### src/rtl/alu_pipe_mul_if.sv
// Valid/ready bundle between an execute-stage driver (master) and alu_pipe_mul (slave).
interface alu_pipe_mul_if #(
    parameter int W = 16
);
    logic         in_valid;
    logic         in_ready;
    logic [W-1:0] InA;
    logic [W-1:0] InB;
    logic         Cin;
    logic [3:0]   Oper;
    logic         invA;
    logic         invB;
    logic         sign;
    logic         out_valid;
    logic         out_ready;
    logic [W-1:0] Out;
    logic         Ofl;
    logic         Zero;
    logic         Cout;
    logic         Neg;
    logic         busy;

    modport master (
        output in_valid, InA, InB, Cin, Oper, invA, invB, sign, out_ready,
        input  in_ready, out_valid, Out, Ofl, Zero, Cout, Neg, busy
    );

    modport slave (
        input  in_valid, InA, InB, Cin, Oper, invA, invB, sign, out_ready,
        output in_ready, out_valid, Out, Ofl, Zero, Cout, Neg, busy
    );
endinterface

### src/rtl/alu_pipe_mul.sv
// Registered ALU with valid/ready handshakes; single-cycle logic/shift/add/compare ops
// and an iterative shift-add multiply that stalls the input while it runs.
module alu_pipe_mul #(
    parameter int OPERAND_WIDTH  = 16,
    parameter int NUM_OPERATIONS = 4
) (
    input logic           clk,
    input logic           rst,
    alu_pipe_mul_if.slave bus
);
    localparam int W   = OPERAND_WIDTH;
    localparam int SHW = $clog2(W);
    localparam int CW  = $clog2(W + 1);
    localparam int W1  = W + 1;

    localparam logic [1:0] S_IDLE = 2'd0;
    localparam logic [1:0] S_MUL  = 2'd1;
    localparam logic [1:0] S_HOLD = 2'd2;

    localparam logic [NUM_OPERATIONS-1:0] OP_ROL = 4'b0000;
    localparam logic [NUM_OPERATIONS-1:0] OP_SLL = 4'b0001;
    localparam logic [NUM_OPERATIONS-1:0] OP_ROR = 4'b0010;
    localparam logic [NUM_OPERATIONS-1:0] OP_SRL = 4'b0011;
    localparam logic [NUM_OPERATIONS-1:0] OP_ADD = 4'b0100;
    localparam logic [NUM_OPERATIONS-1:0] OP_AND = 4'b0101;
    localparam logic [NUM_OPERATIONS-1:0] OP_OR  = 4'b0110;
    localparam logic [NUM_OPERATIONS-1:0] OP_XOR = 4'b0111;
    localparam logic [NUM_OPERATIONS-1:0] OP_SEQ = 4'b1000;
    localparam logic [NUM_OPERATIONS-1:0] OP_SLT = 4'b1001;
    localparam logic [NUM_OPERATIONS-1:0] OP_SLE = 4'b1010;
    localparam logic [NUM_OPERATIONS-1:0] OP_MUL = 4'b1011;
    localparam logic [NUM_OPERATIONS-1:0] OP_BTR = 4'b1111;

    logic [1:0]                state_q, state_d;
    logic [CW-1:0]             count_q, count_d;
    logic [2*W-1:0]            mcand_q, mcand_d;
    logic [2*W-1:0]            acc_q, acc_d;
    logic [W-1:0]              mplier_q, mplier_d;
    logic [W-1:0]              out_q, out_d;
    logic                      ofl_q, ofl_d;
    logic                      zero_q, zero_d;
    logic                      cout_q, cout_d;
    logic                      neg_q, neg_d;
    logic                      out_valid_q, out_valid_d;

    logic [NUM_OPERATIONS-1:0] op;
    logic [W-1:0]              a_op, b_op, btr, alu_res;
    logic signed [W-1:0]       sa, sb;
    logic [SHW-1:0]            sh;
    logic [2*W-1:0]            rot_l, rot_r;
    logic [W:0]                add_full;
    logic                      alu_ofl, alu_cout, alu_zero, op_defined;
    logic [2*W-1:0]            mul_sum, prod_fin;
    logic                      out_free, in_ready, accept, alu_load, mul_load;

    assign op   = bus.Oper;
    assign sa   = bus.InA;
    assign sb   = bus.InB;
    assign a_op = bus.invA ? ~bus.InA : bus.InA;
    assign b_op = bus.invB ? ~bus.InB : bus.InB;
    assign sh   = bus.InB[SHW-1:0];

    // Bit reversal always works on the raw operand, regardless of invA.
    for (genvar gi = 0; gi < W; gi++) begin : g_btr
        assign btr[gi] = bus.InA[W-1-gi];
    end

    always_comb begin
        rot_l      = {a_op, a_op} << sh;
        rot_r      = {a_op, a_op} >> sh;
        add_full   = {1'b0, a_op} + {1'b0, b_op} + W1'(bus.Cin);
        alu_res    = '0;
        alu_ofl    = 1'b0;
        alu_cout   = 1'b0;
        op_defined = 1'b1;
        case (op)
            OP_ROL: alu_res = rot_l[2*W-1:W];
            OP_SLL: alu_res = a_op << sh;
            OP_ROR: alu_res = rot_r[W-1:0];
            OP_SRL: alu_res = a_op >> sh;
            OP_ADD: begin
                alu_res  = add_full[W-1:0];
                alu_cout = add_full[W];
                alu_ofl  = bus.sign ? ((a_op[W-1] == b_op[W-1]) && (add_full[W-1] != a_op[W-1]))
                                    : add_full[W];
            end
            OP_AND: alu_res = a_op & b_op;
            OP_OR:  alu_res = a_op | b_op;
            OP_XOR: alu_res = a_op ^ b_op;
            OP_SEQ: alu_res = {{(W-1){1'b0}}, sa == sb};
            OP_SLT: alu_res = {{(W-1){1'b0}}, sa < sb};
            OP_SLE: alu_res = {{(W-1){1'b0}}, sa <= sb};
            OP_BTR: alu_res = btr;
            OP_MUL: alu_res = '0;
            default: op_defined = 1'b0;
        endcase
        // Reserved opcodes report all flags low, including Zero.
        alu_zero = op_defined && (alu_res == '0);
    end

    assign out_free = !out_valid_q || bus.out_ready;
    assign in_ready = !rst && (state_q == S_IDLE) && out_free;
    assign accept   = bus.in_valid && in_ready;
    assign alu_load = accept && (op != OP_MUL);
    assign mul_load = out_free && (((state_q == S_MUL) && (count_q == CW'(1))) || (state_q == S_HOLD));
    assign mul_sum  = acc_q + (mplier_q[0] ? mcand_q : '0);
    assign prod_fin = (state_q == S_HOLD) ? acc_q : mul_sum;

    always_comb begin
        state_d  = state_q;
        count_d  = count_q;
        mcand_d  = mcand_q;
        mplier_d = mplier_q;
        acc_d    = acc_q;
        case (state_q)
            S_IDLE: begin
                if (accept && (op == OP_MUL)) begin
                    state_d  = S_MUL;
                    mcand_d  = {{W{1'b0}}, a_op};
                    mplier_d = b_op;
                    acc_d    = '0;
                    count_d  = CW'(W);
                end
            end
            S_MUL: begin
                acc_d    = mul_sum;
                mcand_d  = mcand_q << 1;
                mplier_d = mplier_q >> 1;
                count_d  = count_q - CW'(1);
                if (count_q == CW'(1)) begin
                    state_d = out_free ? S_IDLE : S_HOLD;
                end
            end
            S_HOLD: begin
                if (out_free) begin
                    state_d = S_IDLE;
                end
            end
            default: state_d = S_IDLE;
        endcase
    end

    always_comb begin
        out_d       = out_q;
        ofl_d       = ofl_q;
        zero_d      = zero_q;
        cout_d      = cout_q;
        neg_d       = neg_q;
        out_valid_d = out_valid_q && !bus.out_ready;
        if (alu_load) begin
            out_d       = alu_res;
            ofl_d       = alu_ofl;
            zero_d      = alu_zero;
            cout_d      = alu_cout;
            neg_d       = alu_res[W-1];
            out_valid_d = 1'b1;
        end else if (mul_load) begin
            out_d       = prod_fin[W-1:0];
            ofl_d       = |prod_fin[2*W-1:W];
            zero_d      = (prod_fin[W-1:0] == '0);
            cout_d      = 1'b0;
            neg_d       = prod_fin[W-1];
            out_valid_d = 1'b1;
        end
    end

    always_ff @(posedge clk or posedge rst) begin
        if (rst) begin
            state_q     <= S_IDLE;
            count_q     <= '0;
            mcand_q     <= '0;
            mplier_q    <= '0;
            acc_q       <= '0;
            out_q       <= '0;
            ofl_q       <= 1'b0;
            zero_q      <= 1'b0;
            cout_q      <= 1'b0;
            neg_q       <= 1'b0;
            out_valid_q <= 1'b0;
        end else begin
            state_q     <= state_d;
            count_q     <= count_d;
            mcand_q     <= mcand_d;
            mplier_q    <= mplier_d;
            acc_q       <= acc_d;
            out_q       <= out_d;
            ofl_q       <= ofl_d;
            zero_q      <= zero_d;
            cout_q      <= cout_d;
            neg_q       <= neg_d;
            out_valid_q <= out_valid_d;
        end
    end

    assign bus.in_ready  = in_ready;
    assign bus.out_valid = out_valid_q;
    assign bus.Out       = out_q;
    assign bus.Ofl       = ofl_q;
    assign bus.Zero      = zero_q;
    assign bus.Cout      = cout_q;
    assign bus.Neg       = neg_q;
    assign bus.busy      = (state_q != S_IDLE);
endmodule

### src/flat_wrapper.sv
// flat-port wrapper written by rule: the top's interface ports become plain ports
module alu_pipe_mul_flat 
#(
    parameter int OPERAND_WIDTH  = 16,
    parameter int NUM_OPERATIONS = 4
)
  (clk, rst, bus_in_valid, bus_InA, bus_InB, bus_Cin, bus_Oper, bus_invA, bus_invB, bus_sign, bus_out_ready, bus_in_ready, bus_out_valid, bus_Out, bus_Ofl, bus_Zero, bus_Cout, bus_Neg, bus_busy);
  alu_pipe_mul_if #(.W(16)) bus_i ();
  input logic clk;
  input logic rst;
  input wire logic [$bits(bus_i.in_valid)-1:0] bus_in_valid;
  input wire logic [$bits(bus_i.InA)-1:0] bus_InA;
  input wire logic [$bits(bus_i.InB)-1:0] bus_InB;
  input wire logic [$bits(bus_i.Cin)-1:0] bus_Cin;
  input wire logic [$bits(bus_i.Oper)-1:0] bus_Oper;
  input wire logic [$bits(bus_i.invA)-1:0] bus_invA;
  input wire logic [$bits(bus_i.invB)-1:0] bus_invB;
  input wire logic [$bits(bus_i.sign)-1:0] bus_sign;
  input wire logic [$bits(bus_i.out_ready)-1:0] bus_out_ready;
  output wire logic [$bits(bus_i.in_ready)-1:0] bus_in_ready;
  output wire logic [$bits(bus_i.out_valid)-1:0] bus_out_valid;
  output wire logic [$bits(bus_i.Out)-1:0] bus_Out;
  output wire logic [$bits(bus_i.Ofl)-1:0] bus_Ofl;
  output wire logic [$bits(bus_i.Zero)-1:0] bus_Zero;
  output wire logic [$bits(bus_i.Cout)-1:0] bus_Cout;
  output wire logic [$bits(bus_i.Neg)-1:0] bus_Neg;
  output wire logic [$bits(bus_i.busy)-1:0] bus_busy;
  assign bus_i.in_valid = bus_in_valid;
  assign bus_i.InA = bus_InA;
  assign bus_i.InB = bus_InB;
  assign bus_i.Cin = bus_Cin;
  assign bus_i.Oper = bus_Oper;
  assign bus_i.invA = bus_invA;
  assign bus_i.invB = bus_invB;
  assign bus_i.sign = bus_sign;
  assign bus_i.out_ready = bus_out_ready;
  assign bus_in_ready = bus_i.in_ready;
  assign bus_out_valid = bus_i.out_valid;
  assign bus_Out = bus_i.Out;
  assign bus_Ofl = bus_i.Ofl;
  assign bus_Zero = bus_i.Zero;
  assign bus_Cout = bus_i.Cout;
  assign bus_Neg = bus_i.Neg;
  assign bus_busy = bus_i.busy;
  alu_pipe_mul #(.OPERAND_WIDTH(OPERAND_WIDTH), .NUM_OPERATIONS(NUM_OPERATIONS)) u_core (.clk(clk), .rst(rst), .bus(bus_i));
endmodule
### config.mk
export PLATFORM = sky130hd
export DESIGN_NAME = alu_pipe_mul_flat
export DESIGN_NICKNAME = d
export VERILOG_FILES = /design/src/rtl/alu_pipe_mul_if.sv /design/src/rtl/alu_pipe_mul.sv /design/src/flat_wrapper.sv
export SDC_FILE = /design/constraint.sdc
export NUM_CORES = 1
export LEC_CHECK = 0
export BUFFER_PORTS_ARGS = -buffer_cell sky130_fd_sc_hd__buf_2
export CAP_MARGIN = 20
export CORE_ASPECT_RATIO = 1.4
export CORE_MARGIN = 2
export CORE_UTILIZATION = 60
export CTS_CLUSTER_SIZE = 28
export DETAILED_ROUTE_END_ITERATION = 16
export PLACE_DENSITY = 0.79
export SYNTH_ARGS = -nofsm -noshare
export SYNTH_HDL_FRONTEND = slang
export SYNTH_SLANG_ARGS = --single-unit
### constraint.sdc
create_clock -name clk -period 4.8 [get_ports clk]
set_clock_uncertainty 0.1 [all_clocks]
set_input_delay 1.44 -clock clk [delete_from_list [all_inputs] [get_ports clk]]
set_output_delay 1.44 -clock clk [all_outputs]
set_load 0.02 [all_outputs]
# Yosys cells after proc, flatten, opt, wreduce, memory -nomap -nowiden
# Index checks and enable logic that the tools add are counted.
# word_totals
register_bits	108
latch_bits	0
mem_bits_rw	0
romBits	0
in_bits	44
word_cells	108
mem_count	0
# classes
addsub	4
n_mul	0
n_div	0
n_lt_le_gt_ge	2
n_eq_ne	22
n_shift	4
mux	34
bitwise_logic	5
n_reduce_logical	26
# op_table
cell	n
16-bit case mux with 12 select lines	1
32-bit 2-to-1 mux	4
32-bit case mux with 2 select lines	2
16-bit 2-to-1 mux	5
32-bit adder	1
16-bit zero test	2
16-bit inverter	2
16-bit case mux with 2 select lines	1
32-bit by 4-bit << shifter with 32-bit output	1
32-bit by 4-bit >> shifter with 16-bit output	1
4-bit == test, second input constant	5
16-bit by 16-bit adder with 17-bit output	1
17-bit by 1-bit adder with 17-bit output	1
16-bit AND	1
16-bit == test	1
4-bit by 3-bit == test with 1-bit output, second input constant	4
16-bit <= comparator	1
16-bit < comparator	1
16-bit bitwise OR	1
16-bit OR reduction	1
16-bit by 4-bit << shifter with 16-bit output	1
16-bit by 4-bit >> shifter with 16-bit output	1
16-bit XOR	1
1-bit 2-to-1 mux	14
other kinds (24)	43

# Logic depth before layout (Yosys ltp)
# logic_depth
ltp_word	9
depth_mapped	19

# Least setup slack after synthesis
# OpenSTA, ideal clock, no wires.
# synth_timing
path_kind	input-to-reg
start	input port bus_invA
end	register u_core.zero_q, in the netlist u_core.bus.Zero
setup_time_ps	65
arrival_ps	5277
slack_ps	-641
path_stages	18
n_path_buf	5
path_cell_list	buf_4 -> buf_8 -> buf_6 -> clkbuf_1 -> buf_1 -> xnor2_1 -> inv_1 -> ha_1 -> o21ai_0 -> nand2b_1 -> a41o_1 -> a2111oi_4 -> o31ai_4 -> a41oi_2 -> xor2_1 -> o21ai_1 -> nor4_1 -> a211o_1
# synth_between
elab_chain_len	7
elab_cells_between_ends	14
cone_classes	add/sub: 2; shift: 4; mux: 3; bitwise: 3; reduce/logical: 2
# synth_lines
item	line	text
from (decl)	flat_wrapper.sv:16	input wire logic [$bits(bus_i.invA)-1:0] bus_invA;
16-bit 2-to-1 mux *	alu_pipe_mul.sv:59	assign a_op = bus.invA ? ~bus.InA : bus.InA;
16-bit by 16-bit adder with 17-bit output	alu_pipe_mul.sv:71	add_full = {1'b0, a_op} + {1'b0, b_op} + W1'(bus.Cin);
17-bit by 1-bit adder with 17-bit output	alu_pipe_mul.sv:71	
16-bit case mux with 12 select lines *	alu_pipe_mul.sv:76	case (op)
16-bit zero test *	alu_pipe_mul.sv:98	alu_zero = op_defined && (alu_res == '0);
1-bit logical AND *	alu_pipe_mul.sv:98	
1-bit 2-to-1 mux *	alu_pipe_mul.sv:150	if (alu_load) begin
to (signal assigned)	alu_pipe_mul.sv:188	zero_q <= zero_d;
to (decl)	alu_pipe_mul.sv:41	logic zero_q, zero_d;
# Mark *: on every way between the ends. The rest lies on a longest branch, timed or not.
# A chain may end at the register's enable or synchronous reset.

# Worst setup path after layout
# layout_timing
start	input port bus_invB
end	register u_core.zero_q, in the netlist u_core.bus.Zero
# layout_between
elab_chain_len	7
elab_cells_between_ends	10
cone_classes	add/sub: 2; mux: 3; bitwise: 3; reduce/logical: 2
# layout_lines
item	line	text
from (decl)	flat_wrapper.sv:17	input wire logic [$bits(bus_i.invB)-1:0] bus_invB;
16-bit 2-to-1 mux *	alu_pipe_mul.sv:60	assign b_op = bus.invB ? ~bus.InB : bus.InB;
16-bit by 16-bit adder with 17-bit output	alu_pipe_mul.sv:71	
17-bit by 1-bit adder with 17-bit output	alu_pipe_mul.sv:71	
16-bit case mux with 12 select lines *	alu_pipe_mul.sv:76	
16-bit zero test *	alu_pipe_mul.sv:98	
1-bit logical AND *	alu_pipe_mul.sv:98	
1-bit 2-to-1 mux *	alu_pipe_mul.sv:150	
# Marks and branches as above.

==> results.py <==
metrics = {
    "timing": {
        "finalWorstSetupSlack_ps": 308.2,
        "slew_violations": 0,
        "finalSetupViolations": 0,
        "relSlewSlack_pct": 31.03,
        "max_slew.worst_pin.slew_ps": 1035,
        "period_needed_ps": 4492,
        "fmax_ghz": 0.2226,
        "whs_ps": 387.3,
        "timing.final.crit_share_pct": 93.58,
        "setup_tns_ps": 0,
        "finalHoldViolations": 0,
        "grt_setup_unrepaired": "false",
    },
    "power": {
        "switching_share_pct": 46.62,
        "ir_worst_vdd_mv": 0.1904,
        "leakage_nw": 6.195,
        "p_int_mw": 2.701,
        "p_seq_share_pct": 30.0,
        "power_mw": 5.060,
        "power.density_nw_per_um2": 391.8,
        "p_clk_share_pct": 14.6,
        "switchingPower_mw": 2.359,
        "comb_power_share_pct": 55.3,
    },
    "worst_hold_path": {
        "hold_path_class": "reg -> reg",
        "min_to": "u_core.mplier_q[3]",
        "worstHoldPathCells": 2,
        "min_from": "u_core.mplier_q[3]",
    },
    "setup_path": {
        "reg2regPathDepth": 13,
        "crit_path_start": "bus_invB",
        "endpoint_kind": "register",
        "r2r-end": "u_core.bus.Ofl",
        "critPathKind": "in -> reg",
        "required_ps": 4990,
        "critPathArrivalTime_ps": 4690,
        "r2r_slack_ps": 440,
        "rr_startpoint": "u_core.mplier_q[0]",
        "critPathLaunchType": "input port",
        "critPathMaxFanout": 10,
    },
    "synthesis": {
        "synth_common_cells": "134 x nand2_1, 123 x nor2_1, 107 x dfrtp_1",
        "synth_flop_cell": "dfrtp_1",
        "synth_area_per_cell_um2": 8.226,
        "synth_area_leaders": "dfrtp_1 23%, ha_1 8.6%, xnor2_1 5.9%",
        "synth_edf_count": 0,
        "ys_seq_elements": 107,
        "ys_seq_area_share_pct": 22.76,
        "ys_warn_count": 0,
        "ys_types": 95,
        "yosys.area.top_type": "dfrtp_1",
        "synth_area_um2": 11760,
        "syn_inst": 1430,
        "synth_top_area_share_pct": 22.76,
        "async_flop_share_pct": 100.0,
        "syn-num-nets": 1557,
        "yosysMostFrequentCell": "nand2_1",
    },
    "global_route": {
        "grt_first_pass_wirelength_mm": 63.83,
        "antenna_found_initial": 0,
        "overflow": 0,
        "grt_max_degree": 102,
        "grt_pass1_vias": 11380,
        "grt_usage_pct": 40.58,
    },
    "die": {
        "ios": 67,
        "rows": 60,
        "die_w_um": 122.3,
        "die-area_um2": 20760,
        "initial_core_util_pct": 61.20,
        "die_h_um": 169.7,
        "core_area_um2": 19220,
    },
    "clocking": {
        "cts_made_buffers": 9,
        "cts_buffer_depth": 2,
        "clk_latency_ps": 360,
        "clk_pin_slew_worst_paths_ps": 80,
        "cts-root-buf": "clkbuf_16",
        "cts-htree-levels": 3,
        "post-cts-setup-buffer-count": 0,
        "cts_sinks": 107,
        "cts_tree": "done",
    },
    "placed_design": {
        "pre_cts_ws_ps": -7.734,
        "place_congestion": 1.047,
        "dp_hpwl_mm": 32.66,
        "placed_cells": 1737,
        "io_buffers": 66,
    },
    "final_layout": {
        "area_delta_synth_final_pct": 9.786,
        "drive_above_1_share_pct": 15.88,
        "nets": 1627,
        "fin_cells": 1753,
        "diodes": 0,
    },
    "detailed_routing": {
        "post-route-drc-count": 0,
        "drt-initial-drc-count": 1011,
        "firstDrtPassIters": 6,
        "vias": 11600,
        "vias_per_cell": 6.615,
        "avgRoutedWirePerCell_um": 23.77,
        "wl_mm": 41.67,
        "drtAntennaViolNets": 0,
    },
    "outcome": {
        "outcome": "complete, no violations",
    },
    "flow_run": {
        "maxCapViolations": 0,
    },
}
[routing by layer]
metal	track usage, %	wire length (um)
met5	0	0
met4	27.84	3391
met3	4.234	2104
met2	71.30	20830
met1	45.36	15340
[layout by cell type (no fill, tap or decap), types with 11 or more instances in the layout]
master / n
buf_4: 98
mux4_2: 11
xor2_1: 34
buf_2: 66
nor4_1: 12
nand2b_1: 19
a22oi_1: 15
a22o_1: 45
o211ai_1: 11
a211oi_1: 12
a221o_1: 12
nand4_1: 19
a21o_1: 24
mux2_2: 11
mux2i_1: 61
o21ai_0: 85
nor3_1: 21
inv_1: 66
a21oi_1: 100
xnor2_1: 76
nand2_1: 134
o22ai_1: 14
and2_1: 36
nand3_1: 25
nor2_1: 123
ha_1: 81
dfrtp_1: 107
[cells by family (layout without fill, tap and decap cells)]
group,Yosys count,count (layout),share of synthesized area [%]
compound gates,419,419,24.72
xor+xnor,113,113,8.414
fa+ha+maj,83,83,8.956
buf+inv,176,251,7.201
flops,107,107,22.76
mux,91,91,10.04
simple gates,441,441,17.90
[power by group through the flow]
stage	clock (mW)	sequential, mW	combinational, mW
floorplan	0	1.51	1.90
global placement	0	1.51	2.69
detailed placement	0	1.52	2.75
CTS	0.740	1.51	2.76
global route	0.778	1.55	3.04
finish	0.741	1.52	2.80
[registers in the layout, indices dropped and copies added, names as in the netlist]
name,cells
u_core.bus.out_valid,1
u_core.mcand_q,32
u_core.count_q,5
u_core.state_q,2
u_core.mplier_q,16
u_core.bus.Out,16
u_core.bus.Ofl,1
u_core.bus.Cout,1
u_core.acc_q,32
u_core.bus.Zero,1
[worst max-delay path: stages]
cell and delay (ps):
buf_2 170, buf_4 210, xnor2_1 250, inv_1 80
ha_1 340, a221oi_1 300, o22a_1 300, o32ai_1 210
a221oi_1 370, o211ai_1 180, nor4_1 310, nand4_1 130
nor4_1 280, a211o_1 130
[per-stage QoR]
step	utilization [%]	instance area, um2
floorplan	-	11800
CTS	67.15	12910
detailed placement	65.65	12620
global route	67.19	12910
finish	67.19	12910
global placement	65.65	12620
[timing repair]
action / CTS / global route
endpoints found under the hold margin: 0 / 0
resized for setup: 0 / 1
hold buffers: 0 / 0
endpoints found under the setup margin: 0 / 1
[cell type report]
cell class	count	area [um2]
Multi-Input combinational cell	1147	8285
Fill cell	1672	6305
Sequential cell	107	2678
Timing Repair Buffer	165	1086
Tap cell	248	310.3
Inverter	70	265.3
Clock buffer	11	242.7
Clock inverter	5	46.29
[worst max path at each step]
stage / cells past startpoint / slack, ps / to
2_1_floorplan: 18 / 7 / u_core.bus.Zero
3_3_place_gp: 14 / -70 / u_core.bus.Zero
3_5_place_dp: 14 / -8 / u_core.bus.Zero
4_1_cts: 14 / 350 / u_core.bus.Zero
5_1_grt: 14 / 50 / u_core.bus.Zero
6_report: 14 / 310 / u_core.bus.Zero
No activity file was read; power rests on OpenSTA's default activity.
